$ cat config.mk
export PLATFORM = sky130hd
export DESIGN_NAME = jtag_tap_param
export DESIGN_NICKNAME = d
export VERILOG_FILES = /design/src/rtl/jtag_tap_param.sv
export SDC_FILE = /design/constraint.sdc
export NUM_CORES = 1
export LEC_CHECK = 0
export ABC_AREA = 1
export BUFFER_PORTS_ARGS = -buffer_cell sky130_fd_sc_hd__buf_2
export CAP_MARGIN = 5
export CELL_PAD_IN_SITES_DETAIL_PLACEMENT = 0
export CELL_PAD_IN_SITES_GLOBAL_PLACEMENT = 1
export CORE_ASPECT_RATIO = 0.8
export CORE_MARGIN = 2
export CORE_UTILIZATION = 35
export DETAILED_ROUTE_END_ITERATION = 16
export MAX_ROUTING_LAYER = met4
export PLACE_DENSITY_LB_ADDON = 0.1
export SYNTH_ARGS = -nofsm -noshare
export SYNTH_HDL_FRONTEND = slang
export SYNTH_SLANG_ARGS = --single-unit
$ cat constraint.sdc
create_clock -name TCLK -period 3.89 [get_ports TCLK]
set_input_delay 0 -clock TCLK [delete_from_list [all_inputs] [get_ports TCLK]]
set_output_delay 0 -clock TCLK [all_outputs]
set_load 0.01 [all_outputs]
$ cat src/rtl/jtag_tap_param.sv
// IEEE 1149.1 TAP controller with IDCODE, BYPASS and NUM_DR user data registers.
// All state moves on TCLK rise; TDO/tdo_en launch on TCLK fall.

module jtag_tap_udr #(
    parameter int DR_W = 8
) (
    input  logic            tclk,
    input  logic            trst_n,
    input  logic            sel,
    input  logic            capture,
    input  logic            shift,
    input  logic            update,
    input  logic            tdi,
    input  logic [DR_W-1:0] cap_val,
    output logic            lsb,
    output logic [DR_W-1:0] upd_val,
    output logic            upd_stb
);
    logic [DR_W-1:0] sr;

    always_ff @(posedge tclk or negedge trst_n) begin
        if (!trst_n) begin
            sr      <= '0;
            upd_val <= '0;
            upd_stb <= 1'b0;
        end else begin
            upd_stb <= 1'b0;
            if (sel) begin
                if (capture)
                    sr <= cap_val;
                else if (shift)
                    sr <= (sr >> 1) | (DR_W'(tdi) << (DR_W - 1));
                if (update) begin
                    upd_val <= sr;
                    upd_stb <= 1'b1;
                end
            end
        end
    end

    assign lsb = sr[0];
endmodule

module jtag_tap_param #(
    parameter int          IR_W       = 4,
    parameter int          NUM_DR     = 2,
    parameter int          DR_W       = 8,
    parameter logic [31:0] IDCODE_VAL = 32'h1000_0001
) (
    input  logic                     TCLK,
    input  logic                     TRST,
    input  logic                     TMS,
    input  logic                     TDI,
    output logic                     TDO,
    output logic                     tdo_en,
    input  logic [NUM_DR*DR_W-1:0]   dr_cap_in,
    output logic [NUM_DR*DR_W-1:0]   dr_upd_out,
    output logic [NUM_DR-1:0]        dr_upd_stb,
    output logic [IR_W-1:0]          ir_out,
    output logic [3:0]               tap_state
);
    typedef enum logic [3:0] {
        TLR    = 4'hF, RTI    = 4'hC,
        SEL_DR = 4'h7, CAP_DR = 4'h6, SH_DR  = 4'h2, EX1_DR = 4'h1,
        PAU_DR = 4'h3, EX2_DR = 4'h0, UPD_DR = 4'h5,
        SEL_IR = 4'h4, CAP_IR = 4'hE, SH_IR  = 4'hA, EX1_IR = 4'h9,
        PAU_IR = 4'hB, EX2_IR = 4'h8, UPD_IR = 4'hD
    } tap_state_e;

    typedef enum logic [1:0] {SEL_BYP, SEL_ID, SEL_USR} dr_sel_e;

    tap_state_e state, state_nxt;
    dr_sel_e    dr_sel;

    logic [IR_W-1:0]   ir_sr;
    logic              byp_sr;
    logic [31:0]       id_sr;
    logic [NUM_DR-1:0] usr_sel;
    logic [NUM_DR-1:0] usr_lsb;
    logic              dr_lsb;
    logic              cap_dr, sh_dr, upd_dr;

    always_ff @(posedge TCLK or negedge TRST) begin
        if (!TRST) state <= TLR;
        else       state <= state_nxt;
    end

    always_comb begin
        state_nxt = state;
        unique case (state)
            TLR:    state_nxt = TMS ? TLR    : RTI;
            RTI:    state_nxt = TMS ? SEL_DR : RTI;
            SEL_DR: state_nxt = TMS ? SEL_IR : CAP_DR;
            CAP_DR: state_nxt = TMS ? EX1_DR : SH_DR;
            SH_DR:  state_nxt = TMS ? EX1_DR : SH_DR;
            EX1_DR: state_nxt = TMS ? UPD_DR : PAU_DR;
            PAU_DR: state_nxt = TMS ? EX2_DR : PAU_DR;
            EX2_DR: state_nxt = TMS ? UPD_DR : SH_DR;
            UPD_DR: state_nxt = TMS ? SEL_DR : RTI;
            SEL_IR: state_nxt = TMS ? TLR    : CAP_IR;
            CAP_IR: state_nxt = TMS ? EX1_IR : SH_IR;
            SH_IR:  state_nxt = TMS ? EX1_IR : SH_IR;
            EX1_IR: state_nxt = TMS ? UPD_IR : PAU_IR;
            PAU_IR: state_nxt = TMS ? EX2_IR : PAU_IR;
            EX2_IR: state_nxt = TMS ? UPD_IR : SH_IR;
            UPD_IR: state_nxt = TMS ? SEL_DR : RTI;
            default: state_nxt = TLR;
        endcase
    end

    assign tap_state = state;
    assign cap_dr    = (state == CAP_DR);
    assign sh_dr     = (state == SH_DR);
    assign upd_dr    = (state == UPD_DR);

    // ir_out only moves in UpdIR or TLR, so the DR path stays fixed across a whole DR scan.
    always_ff @(posedge TCLK or negedge TRST) begin
        if (!TRST) begin
            ir_sr  <= '0;
            ir_out <= IR_W'(1);
        end else begin
            if (state == CAP_IR)
                ir_sr <= IR_W'(1);
            else if (state == SH_IR)
                ir_sr <= {TDI, ir_sr[IR_W-1:1]};
            if (state == TLR)
                ir_out <= IR_W'(1);
            else if (state == UPD_IR)
                ir_out <= ir_sr;
        end
    end

    // User codes 2..NUM_DR+1 never reach all-ones given the NUM_DR bound.
    always_comb begin
        dr_sel = SEL_BYP;
        if (&ir_out)
            dr_sel = SEL_BYP;
        else if (ir_out == IR_W'(1))
            dr_sel = SEL_ID;
        else if (|usr_sel)
            dr_sel = SEL_USR;
    end

    always_ff @(posedge TCLK or negedge TRST) begin
        if (!TRST) begin
            byp_sr <= 1'b0;
            id_sr  <= '0;
        end else begin
            if (dr_sel == SEL_BYP) begin
                if (cap_dr)     byp_sr <= 1'b0;
                else if (sh_dr) byp_sr <= TDI;
            end
            if (dr_sel == SEL_ID) begin
                if (cap_dr)     id_sr <= IDCODE_VAL;
                else if (sh_dr) id_sr <= {TDI, id_sr[31:1]};
            end
        end
    end

    for (genvar k = 0; k < NUM_DR; k++) begin : g_udr
        assign usr_sel[k] = (ir_out == IR_W'(k + 2));

        jtag_tap_udr #(.DR_W(DR_W)) u_udr (
            .tclk    (TCLK),
            .trst_n  (TRST),
            .sel     (usr_sel[k]),
            .capture (cap_dr),
            .shift   (sh_dr),
            .update  (upd_dr),
            .tdi     (TDI),
            .cap_val (dr_cap_in[k*DR_W +: DR_W]),
            .lsb     (usr_lsb[k]),
            .upd_val (dr_upd_out[k*DR_W +: DR_W]),
            .upd_stb (dr_upd_stb[k])
        );
    end

    always_comb begin
        dr_lsb = byp_sr;
        unique case (dr_sel)
            SEL_ID:  dr_lsb = id_sr[0];
            SEL_USR: dr_lsb = |(usr_lsb & usr_sel);
            default: dr_lsb = byp_sr;
        endcase
    end

    always_ff @(negedge TCLK or negedge TRST) begin
        if (!TRST) begin
            TDO    <= 1'b0;
            tdo_en <= 1'b0;
        end else begin
            unique case (state)
                SH_IR: begin
                    TDO    <= ir_sr[0];
                    tdo_en <= 1'b1;
                end
                SH_DR: begin
                    TDO    <= dr_lsb;
                    tdo_en <= 1'b1;
                end
                default: begin
                    TDO    <= 1'b0;
                    tdo_en <= 1'b0;
                end
            endcase
        end
    end
endmodule

**After elaboration in Yosys (flattened, before gate mapping)**

Cells that the tools add are included.

- Equality and inequality tests: 20
- Multiplexer cells: 34
- Bitwise operators: 3
- Reductions and logical operators: 18

Operators by type and width:

| kind | count |
|---|---|
| $mux W32 | 2 |
| $pmux W4 S12 | 1 |
| $eq A4 B4 Y1 const B | 8 |
| $mux W8 | 4 |
| $mux W4 | 5 |
| $mux W2 | 9 |
| $eq A4 B2 Y1 const B | 4 |
| $eq A4 B3 Y1 const B | 4 |
| $or A7 B8 Y8 | 2 |
| $mux W3 | 4 |
| $reduce_and A2 Y1 | 6 |
| $reduce_or A2 Y1 | 5 |
| $eq A4 B1 Y1 const B | 2 |
| $mux W1 | 7 |
| $reduce_bool A2 Y1 | 3 |
| $logic_not A4 Y1 | 1 |
| $pmux W1 S2 | 2 |
| $reduce_and A4 Y1 | 1 |
| $reduce_or A3 Y1 | 1 |
| $and A2 B2 Y2 | 1 |
| $eq A2 B1 Y1 const B | 1 |
| $eq A2 B2 Y1 const B | 1 |
| $logic_not A2 Y1 | 1 |

- Register bits after elaboration: 81

**Logic depth before layout (Yosys ltp)**

Gate-level depths: netlist of run 1.

- Depth after elaboration: 8
- Mapped depth: 8
- Mapped depth without buffers: 7

**Hierarchy**

A second synthesis of run 1 with hierarchy kept.

- Cell total of the unflattened synthesis: 433
- Area, all modules: 3679.8 µm²

By module, submodules not included:

| module | instances | cells each | area an instance (µm²) | seq. area each (µm²) |
|---|---|---|---|---|
| jtag_tap_param | 1 | 239 | 2168.3 | 1182.4 |
| jtag_tap_udr | 2 | 97 | 755.7 | 425.4 |

==> summary.md, run 1 <==
| Metric | Value |
|---|---|
| Met1 usage | `21.34%` |
| Mapped Cells | `approximately 400` |
| Clk root buf | `clkbuf_16` |
| Drt total wl | `7.949 mm` |
| PortBufs | `47` |
| Global Route Usage Sum | `15.27%` |
| Num rows | `34` |
| Unique cell type count in the Yosys netlist | `36` |
| Endpoints failing hold | `0` |
| Crit end category | `register` |
| Critical Path Start | `ir_out[3]` |
| Largest net degree at the start of global routing | `between 50 and 60` |
| Global-route wire length before repair | `13.89 mm` |
| Hold Path Class | `input pin to register` |
| Drt pass-1 iters | `4` |
| GP Congestion | `0.7747` |
| Fin. max-slew vios | `0` |
| CTS clk-pin slew, worst paths | `0.06 ns` |
| DRT antenna net count | `0` |
| Setup CP Type | `register to register` |
| Clock Latency Late Sink | `0.34 ns` |
| Hold buffer count at CTS | `18` |
| Total die area | `about 12000 um^2` |
| Global route overflow | `0` |
| Total core area | `10720 um^2` |
| Reg area | `2033 um^2` |
| Max_slew headroom | `55.28%` |
| FILL cells | `1127` |
| Starting Density | `35.52%` |
| Via-per-instance ratio | `4.612` |
| Post-Syn Area | `3807 um^2` |
| CTS Buf Count | `9` |
| Resize count post-CTS | `0` |
| Number of global-route vias before repair | `about 2.8k` |
| Syn Area/Cell | `9.332 um^2` |
| Ratio of cells with drive above 1 in the final layout | `23.55%` |
| Area delta synth->final | `19.65%` |
| Die width | `120.6 um` |
| Slew at the pin with the worst max-slew slack | `0.6708 ns` |
| Number of clock sinks | `81` |
| Reg2Reg Setup Slack | `0.60 ns` |
| H-tree Lvls | `3` |
| #FFs+latches synth | `81` |
| Place WS | `0.5933 ns` |
| PD cells | `725.8 nW/um^2` |
| Setup ws final | `about 0.6 ns` |
| Post-synth EDFFs | `0` |
| R2r endpoint | `TDO` |
| Initial antenna violation count | `0` |
| First-iteration detailed-routing DRC count | `~210` |
| R2R cell count | `6` |
| Most common cell after layout, fill and taps aside | `nand2_1` |
| DIE HEIGHT | `97.29 um` |
| Post-Route Setup TNS | `0 ns` |
| Met2 Track Usage GR | `21.69%` |
| GRT met3 Usage | `3.932%` |
| Clk_skew | `0.009017 ns` |
| Hold Startpoint | `dr_cap_in[8]` |
| Multi-input logic area | `1433 um^2` |
| Post-detail-place hpwl | `4.994 mm` |
| CP Capture Point | `TDO` |
| TritonCTS clock tree | `done` |
| Post-layout util | `a little over two fifths` |
| Layout Nets | `482` |
| Worst vdd ir | `approximately 370 uV` |
| Per-cell routed wire length | `between 10 and 15 um` |
| Total number of vias | `2818` |
| Post-synth ARST share | `100.0%` |
| Inserted Diodes | `0` |
| DRC | `0` |
| Mapped Nets | `428` |
| P_leak | `2.284 nW` |
| Arr. time, crit path | `1.53 ns` |
| Most frequent cells in the layout | `nand2_1 (100), dfrtp_1 (74), o21ai_0 (63)` |
| Status | `complete, no violations` |
| Setup Fix Bufs, Post-CTS | `0` |
| Crit Reg-Reg Startpoint | `ir_out[3]` |
| CP Data Required Time | `2.13 ns` |
| Dominant synthesized flop cell | `dfrtp_1` |
| GRT busiest layer | `met2` |
| Max FO, Critical Path | `9` |
| Clock Path Buffers | `2` |
| Startpoint types | `register` |
| Max-cap viol count | `0` |
| Synthesis warning total | `0` |
| Endpoints failing setup | `0` |
| Io pins | `48` |
| Sequential area share after synthesis | `a little over half` |
| RSZ-0062 raised after global routing | `false` |
==> final cells by class <==
type	count	share of cell area, %
flip-flops and latches	81	44.63
well taps	144	3.955
multi-input cells	269	31.45
repair buffers	67	9.503
clock buffers	10	5.026
clock inverters	6	2.527
inverters	34	2.911
==> worst min path at each step <==
stage / end / cells past startpoint / slack (ns)
detailed placement: g_udr[0].u_udr.upd_val[0] / 1 / -0.04
global route: g_udr[1].u_udr.sr[0] / 5 / 0.08
floorplan: byp_sr / 0 / -0.30
global placement: g_udr[1].u_udr.sr[0] / 1 / -0.03
finish: g_udr[1].u_udr.sr[0] / 5 / 0.02
CTS: g_udr[1].u_udr.sr[0] / 5 / 0.02
==> power breakdown <==
group / internal, mW / leakage (nW) / switching [mW]
clock network: 0.632 / 0.169 / 0.349
registers: 1.10 / 1.04 / 0.161
logic: 0.344 / 1.08 / 0.722
==> Yosys cell counts, types with 2 or more instances <==
library cell	n	area share [%]
a21oi_1	6	0.79
buf_2	5	0.66
buf_4	5	0.99
buf_6	6	1.8
buf_8	2	0.79
clkbuf_1	4	0.39
dfrtn_1	2	1.3
dfrtp_1	74	49
dfstp_2	5	3.5
inv_1	31	3.1
inv_4	2	0.33
nand2_1	100	9.9
nand3_1	28	3.7
nand3_2	12	3.2
nand4_1	2	0.33
nor2_1	16	1.6
nor2_4	4	1.2
o211ai_1	2	0.39
o21ai_0	63	8.3
o21ai_1	4	0.53
o21ai_2	16	3.7
o22ai_1	4	0.66
o31ai_1	2	0.39
==> sequential cells by signal, summed over array words and instances, names as in the netlist <==
register             flops
ir_out                   4
id_sr                   32
ir_sr                    4
tap_state                4
g_udr.u_udr.upd_val     16
g_udr.u_udr.sr          16
byp_sr                   1
TDO                      1
tdo_en                   1
g_udr.u_udr.upd_stb      2
==> layer usage <==
metal | vias to the layer above | wire [um]
met2 | 39 | 3546
met4 | 0 | 105
met5 | - | 0
met1 | 1321 | 4009
li1 | 1444 | -
met3 | 14 | 288
==> critical path, cell delays in order, from the launching register on <==
cell and delay (ns):
dfrtp_1 0.41, nor2_4 0.27, o21ai_0 0.18, nand2_1 0.08, nand2_1 0.05, o21bai_1 0.14, nand2_1 0.06
==> kinds of logic after synthesis <==
group | after synthesis | synth area share [%]
buf+inv | 58 | 8.971
compound gates | 99 | 15.15
flops | 81 | 53.40
simple gates | 170 | 22.48
==> metrics by stage <==
step | instance area, um^2 | total power, mW | std cells | hold WS (ns)
floorplan | 3807 | 2.083 | 408 | -0.2956
global placement | 4031 | 2.337 | 577 | -0.03033
detailed placement | 4031 | 2.339 | 577 | -0.03718
CTS | 4556 | 3.359 | 611 | 0.02175
global route | 4556 | 3.556 | 611 | 0.08235
finish | 4556 | 3.306 | 611 | 0.02368
Power figures use the tool's default switching activity.
==> inputs of run 2 (changes only) <==
clock period = 3.1 ns   (was 3.89 ns; I/O delays follow)
==> summary.md, run 2 (synthesis results as in run 1) <==
| Metric | Value |
|---|---|
| Hold Path Class | `input pin to register` |
| Hold Path Depth | `5 (unchanged)` |
| Clock Latency Late Sink | `0.34 ns (about the same)` |
| Crit Reg-Reg Startpoint | `ir_out[3]` |
| PortBufs | `47 (unchanged)` |
| CTS Buf Count | `9 (unchanged)` |
| Fin. max-slew vios | `0 (unchanged)` |
| Drt total wl | `8.002 mm (+0.67%)` |
| Setup CP Type | `register to register` |
| Regs by FF count | `id_sr x32, g_udr.u_udr.sr x16, g_udr.u_udr.upd_val x16` |
| Num rows | `34 (unchanged)` |
| Reg power frac | `40.4% (+2.3 points)` |
| Post-Route Setup TNS | `0 ns (unchanged)` |
| Resize count post-CTS | `0 (unchanged)` |
| Total number of vias | `2850 (+1.1%)` |
| Global route overflow | `0 (unchanged)` |
| Layout Nets | `479 (-0.62%)` |
| DRC | `0 (unchanged)` |
| FILL cells | `1133 (+0.53%)` |
| Combinational share of power | `34.0% (+1.8 points)` |
| Per-cell routed wire length | `13.18 um (+1.3%)` |
| PD cells | `878.6 nW/um^2 (+21%)` |
| P_leak | `2.240 nW (-1.9%)` |
| Die width | `120.6 um (unchanged)` |
| Starting Density | `35.52% (unchanged)` |
| Most frequent cells in the layout | `nand2_1 (100), dfrtp_1 (74), o21ai_0 (63)` |
| Slew at the pin with the worst max-slew slack | `0.6583 ns (-0.01257 ns)` |
| First-iteration detailed-routing DRC count | `207 (-2.8%)` |
| Biggest register | `id_sr` |
| Max-cap viol count | `0 (unchanged)` |
| Total core area | `10720 um^2 (unchanged)` |
| Max_slew headroom | `55.65% (+0.37 points)` |
| DRT antenna net count | `0 (unchanged)` |
| Inserted Diodes | `0 (unchanged)` |
| Arr. time, crit path | `1.54 ns (about the same)` |
| Clock power frac | `25.7% (-4.0 points)` |
| Post-route cell area | `4464 um^2 (-2.0%)` |
| Number of global-route vias before repair | `2798 (+0.94%)` |
| Pint | `2.411 mW (+16%)` |
| Switch Pwr | `1.512 mW (+23%)` |
| R2r endpoint | `TDO` |
| Post-DP Area | `4031 um^2 (unchanged)` |
| H-tree Lvls | `3 (unchanged)` |
| Status | `complete, no violations` |
| Number of flip-flops in the largest register | `32 (unchanged)` |
| Io pins | `48 (unchanged)` |
| TritonCTS clock tree | `done` |
| DIE HEIGHT | `97.29 um (unchanged)` |
| CTS clk-pin slew, worst paths | `0.06 ns (about the same)` |
| Setup Fix Bufs, Post-CTS | `0 (unchanged)` |
| GP Congestion | `0.7577 (-2.2%)` |
| Endpoints failing setup | `0 (unchanged)` |
| Hold Startpoint | `dr_cap_in[4]` |
| Via-per-instance ratio | `4.695 (+1.8%)` |
| Number of clock sinks | `81 (unchanged)` |
| Endpoints failing hold | `0 (unchanged)` |
| CP Data Required Time | `1.73 ns (-0.40 ns)` |
| Clock Path Buffers | `2 (unchanged)` |
| Initial antenna violation count | `0 (unchanged)` |
| Area delta synth->final | `17.25%` |
| Max FO, Critical Path | `9 (unchanged)` |
| Tot Pwr | `3.922 mW (+19%)` |
| Reg2Reg Setup Slack | `0.19 ns (-0.41 ns)` |
| Drt pass-1 iters | `4 (unchanged)` |
| Worst vdd ir | `398.8 uV (+8.5%)` |
| Largest net degree at the start of global routing | `50 (-5.7%)` |
| Clk_skew | `0.008761 ns (-0.0002555 ns)` |
| Total die area | `11730 um^2 (unchanged)` |
| Hold Path Sink | `g_udr[0].u_udr.sr[4]` |
| Post-layout util | `41.64% (-0.85 points)` |
| Startpoint types | `register` |
| R2R cell count | `6 (unchanged)` |
| Global Route Usage Sum | `15.14% (-0.13 points)` |
| Most common cell after layout, fill and taps aside | `nand2_1` |
| Clk root buf | `clkbuf_16` |
| Hold buffer count at CTS | `15 (-3)` |
| Global-route wire length before repair | `13.74 mm (-1.1%)` |
| RSZ-0062 raised after global routing | `false` |
| Crit end category | `register` |
| Ratio of cells with drive above 1 in the final layout | `23.54% (about the same)` |
| Post-detail-place hpwl | `4.970 mm (-0.48%)` |
| Sw frac | `38.55% (+1.3 points)` |
-- run 2: worst max-delay path by stage --
| stage | slack, ns | from | endpoint | cells after the start |
|---|---|---|---|---|
| 2_1_floorplan | 0.32 | tap_state[0] | TDO | 7 |
| 3_3_place_gp | 0.24 | ir_out[3] | TDO | 6 |
| 3_5_place_dp | 0.20 | ir_out[3] | TDO | 6 |
| 4_1_cts | 0.19 | ir_out[3] | TDO | 6 |
| 5_1_grt | 0.08 | ir_out[3] | TDO | 6 |
| 6_report | 0.19 | ir_out[3] | TDO | 6 |
-- run 2: through the flow --
| stage | std cells | hold slack (ns) | setup slack (ns) |
|---|---|---|---|
| 2_1_floorplan | 408 | -0.2956 | 0.3186 |
| 3_3_place_gp | 577 | -0.02389 | 0.2370 |
| 3_5_place_dp | 577 | -0.02468 | 0.1974 |
| 4_1_cts | 607 | 0.0001952 | 0.1948 |
| 5_1_grt | 607 | 0.02450 | 0.08005 |
| 6_report | 607 | 0.001710 | 0.1915 |
-- run 2: area by class of cell --
cell class	instances	area, um^2	area share [%]
clock buffer	13	270.3	6.054
sequential	81	2033	45.54
inverter	34	132.6	2.971
tap	144	180.2	4.036
clock inverter	2	12.51	0.2803
timing repair buffer	64	402.9	9.025
multi-input combinational	269	1433	32.09
-- run 2: critical path, stage by stage, from the launching register on --
cell,delay [ns]
dfrtp_1,0.41
nor2_4,0.27
o21ai_0,0.19
nand2_1,0.09
nand2_1,0.05
o21bai_1,0.14
nand2_1,0.06
-- run 2: routing by layer --
| layer | global-route usage, % | up-vias | part of all wire (%) |
|---|---|---|---|
| met5 | - | - | 0 |
| met4 | 4.472 | 0 | 1.1 |
| met3 | 4.460 | 7 | 3.5 |
| met2 | 21.25 | 46 | 43 |
| met1 | 21.17 | 1358 | 52 |
| li1 | - | 1439 | - |
-- run 2: power groups by stage --
stage               Clock, mW  Combinational, mW  Sequential [mW]
floorplan                   0               1.01             1.60
global placement            0               1.35             1.59
detailed placement          0               1.33             1.60
CTS                      1.04               1.35             1.59
global route             1.08               1.52             1.63
finish                   1.01               1.33             1.58
==> inputs of run 3 (changes only) <==
CELL_PAD_IN_SITES_DETAIL_PLACEMENT = 1   (was 0)
CELL_PAD_IN_SITES_GLOBAL_PLACEMENT = 2   (was 1)
==> summary.md, run 3 (synthesis results as in run 1) <==
| Metric | Value |
|---|---|
| Global-route wire length before repair | `15.52 mm (+13%)` |
| Max incr delay on CP | `0.42 ns (about the same)` |
| Setup CP Type | `register to register` |
| Resize count post-CTS | `0 (unchanged)` |
| Drt total wl | `8.868 mm (+11%)` |
| Combinational share of power | `33.7% (-0.3 points)` |
| R2r endpoint | `TDO` |
| Clk_skew | `0.008916 ns (+0.0001544 ns)` |
| Clock Path Buffers | `2 (unchanged)` |
| First-iteration detailed-routing DRC count | `147 (-29%)` |
| Num rows | `34 (unchanged)` |
| Global Route Usage Sum | `16.88% (+1.7 points)` |
| Reg2Reg Setup Slack | `0.21 ns (+0.02 ns)` |
| Clock Latency Late Sink | `0.34 ns (about the same)` |
| Global route overflow | `0 (unchanged)` |
| Status | `complete, no violations` |
| Hold Path Depth | `3 (-2)` |
| Area delta synth->final | `17.52%` |
| Number of global-route vias before repair | `3155 (+13%)` |
| Hold Path Class | `input pin to register` |
| Place WS | `0.1825 ns (-0.01486 ns)` |
| Die width | `120.6 um (unchanged)` |
| Total core area | `10720 um^2 (unchanged)` |
| Ratio of cells with drive above 1 in the final layout | `23.97% (+0.43 points)` |
| Pint | `2.438 mW (+1.1%)` |
| Drt pass-1 iters | `4 (unchanged)` |
| Critical path cell sequence | `nor2_4 -> o21ai_0 -> nand2_1 -> nand2_1 -> o21bai_1 -> nand2_1` |
| Fin. max-slew vios | `0 (unchanged)` |
| Via-per-instance ratio | `4.824 (+2.7%)` |
| Inserted Diodes | `0 (unchanged)` |
| Hold Path Sink | `tap_state[2]` |
| Setup Fix Bufs, Post-CTS | `0 (unchanged)` |
| DRT antenna net count | `0 (unchanged)` |
| Endpoints failing setup | `0 (unchanged)` |
| Clk root buf | `clkbuf_16` |
| Max FO, Critical Path | `9 (unchanged)` |
| Starting Density | `35.52% (unchanged)` |
| Total number of vias | `2928 (+2.7%)` |
| Max-cap viol count | `0 (unchanged)` |
| PortBufs | `47 (unchanged)` |
| Post-Route Setup TNS | `0 ns (unchanged)` |
| Most frequent cells in the layout | `nand2_1 (100), dfrtp_1 (74), o21ai_0 (63)` |
| Most common cell after layout, fill and taps aside | `nand2_1` |
| Switch Pwr | `1.597 mW (+5.6%)` |
| Hold Startpoint | `TMS` |
| Arr. time, crit path | `1.52 ns (-0.02 ns)` |
| FILL cells | `1284 (+13%)` |
| Max_slew headroom | `50.31% (-5.3 points)` |
| Total die area | `11730 um^2 (unchanged)` |
| DRC | `0 (unchanged)` |
| Endpoints failing hold | `0 (unchanged)` |
| Post-detail-place hpwl | `5.587 mm (+12%)` |
| Sw frac | `39.58% (+1.0 points)` |
| Reg power frac | `39.4% (-1.0 points)` |
| Clock power frac | `26.9% (+1.2 points)` |
| Crit Reg-Reg Startpoint | `ir_out[3]` |
| Worst vdd ir | `525.5 uV (+32%)` |
| DIE HEIGHT | `97.29 um (unchanged)` |
| Tot Pwr | `4.035 mW (+2.9%)` |
| Biggest register | `id_sr` |
| Placed insts | `577 (unchanged)` |
| Startpoint types | `register` |
| Regs by FF count | `id_sr x32, g_udr.u_udr.sr x16, g_udr.u_udr.upd_val x16` |
| Crit end category | `register` |
| R2R cell count | `6 (unchanged)` |
| P_leak | `2.245 nW (+0.20%)` |
| Number of flip-flops in the largest register | `32 (unchanged)` |
| PD cells | `901.8 nW/um^2 (+2.6%)` |
| Delay-heaviest family, CP | `simple AND/OR/NAND/NOR gates` |
| Io pins | `48 (unchanged)` |
| Setup ws final | `0.2117 ns (+0.02014 ns)` |
| TritonCTS clock tree | `done` |
| Worst path slowest cell | `dfrtp_1` |
| Most common cell on crit path | `nand2_1` |
| WP buf/inv | `0 (unchanged)` |
| GP Congestion | `0.7591 (+0.18%)` |
| Largest net degree at the start of global routing | `49 (-2.0%)` |
| Layout Nets | `478 (-0.21%)` |
| Fin cells | `607 (unchanged)` |
| Per-cell routed wire length | `14.61 um (+11%)` |
| Number of clock sinks | `81 (unchanged)` |
| Slew at the pin with the worst max-slew slack | `0.7375 ns (+0.07925 ns)` |
| RSZ-0062 raised after global routing | `false` |
| H-tree Lvls | `3 (unchanged)` |
| CTS clk-pin slew, worst paths | `0.06 ns (about the same)` |
| CTS Buf Count | `9 (unchanged)` |
| Post-layout util | `41.74% (+0.093 points)` |
| CP Data Required Time | `1.74 ns (about the same)` |
| Initial antenna violation count | `0 (unchanged)` |
[run 3: worst register-to-register path, cell delays in order (launching register included)]
cell and delay [ns]:
dfrtp_1 0.42, nor2_4 0.27, o21ai_0 0.18, nand2_1 0.09, nand2_1 0.05, o21bai_1 0.13
nand2_1 0.06
[run 3: layer usage]
layer / wire, um / global-route usage [%]
met1: 4435 / 22.45
met2: 4066 / 25.81
met3: 261 / 4.401
met4: 104 / 4.293
met5: 0 / -
[run 3: how the worst max path moves through the flow]
stage / start / endpoint / slack (ns) / cells after the start
floorplan: tap_state[0] / TDO / 0.32 / 7
global placement: ir_out[3] / TDO / 0.24 / 6
detailed placement: ir_out[3] / TDO / 0.18 / 6
CTS: ir_out[3] / TDO / 0.19 / 6
global route: ir_out[3] / TDO / 0.03 / 6
finish: ir_out[3] / TDO / 0.21 / 6
[run 3: cell type report]
cell class | instances | area [um^2] | area share (%)
clock buffer | 9 | 225.2 | 5.034
tap | 144 | 180.2 | 4.027
timing repair buffer | 63 | 392.9 | 8.781
multi-input combinational | 269 | 1433 | 32.02
sequential | 81 | 2033 | 45.44
clock inverter | 7 | 77.57 | 1.734
inverter | 34 | 132.6 | 2.964
[run 3: per-stage QoR]
| step | cell area, um^2 | hold slack, ns |
|---|---|---|
| 2_1_floorplan | 3807 | -0.2956 |
| 3_3_place_gp | 4031 | -0.01199 |
| 3_5_place_dp | 4031 | -0.01666 |
| 4_1_cts | 4474 | 0.001886 |
| 5_1_grt | 4474 | 0.03288 |
| 6_report | 4474 | 0.009605 |
[run 3: what timing repair did]
| action | CTS | global route |
|---|---|---|
| hold buffers | 14 | 0 |
| hold endpoints to repair | 44 | 0 |
| setup endpoints to repair | 0 | 0 |
[run 3: power by group through the flow]
stage / Combinational [mW] / Clock (mW) / Sequential [mW]
floorplan: 1.01 / 0 / 1.60
global placement: 1.36 / 0 / 1.59
detailed placement: 1.37 / 0 / 1.61
CTS: 1.39 / 1.13 / 1.59
global route: 1.55 / 1.17 / 1.63
finish: 1.36 / 1.08 / 1.59
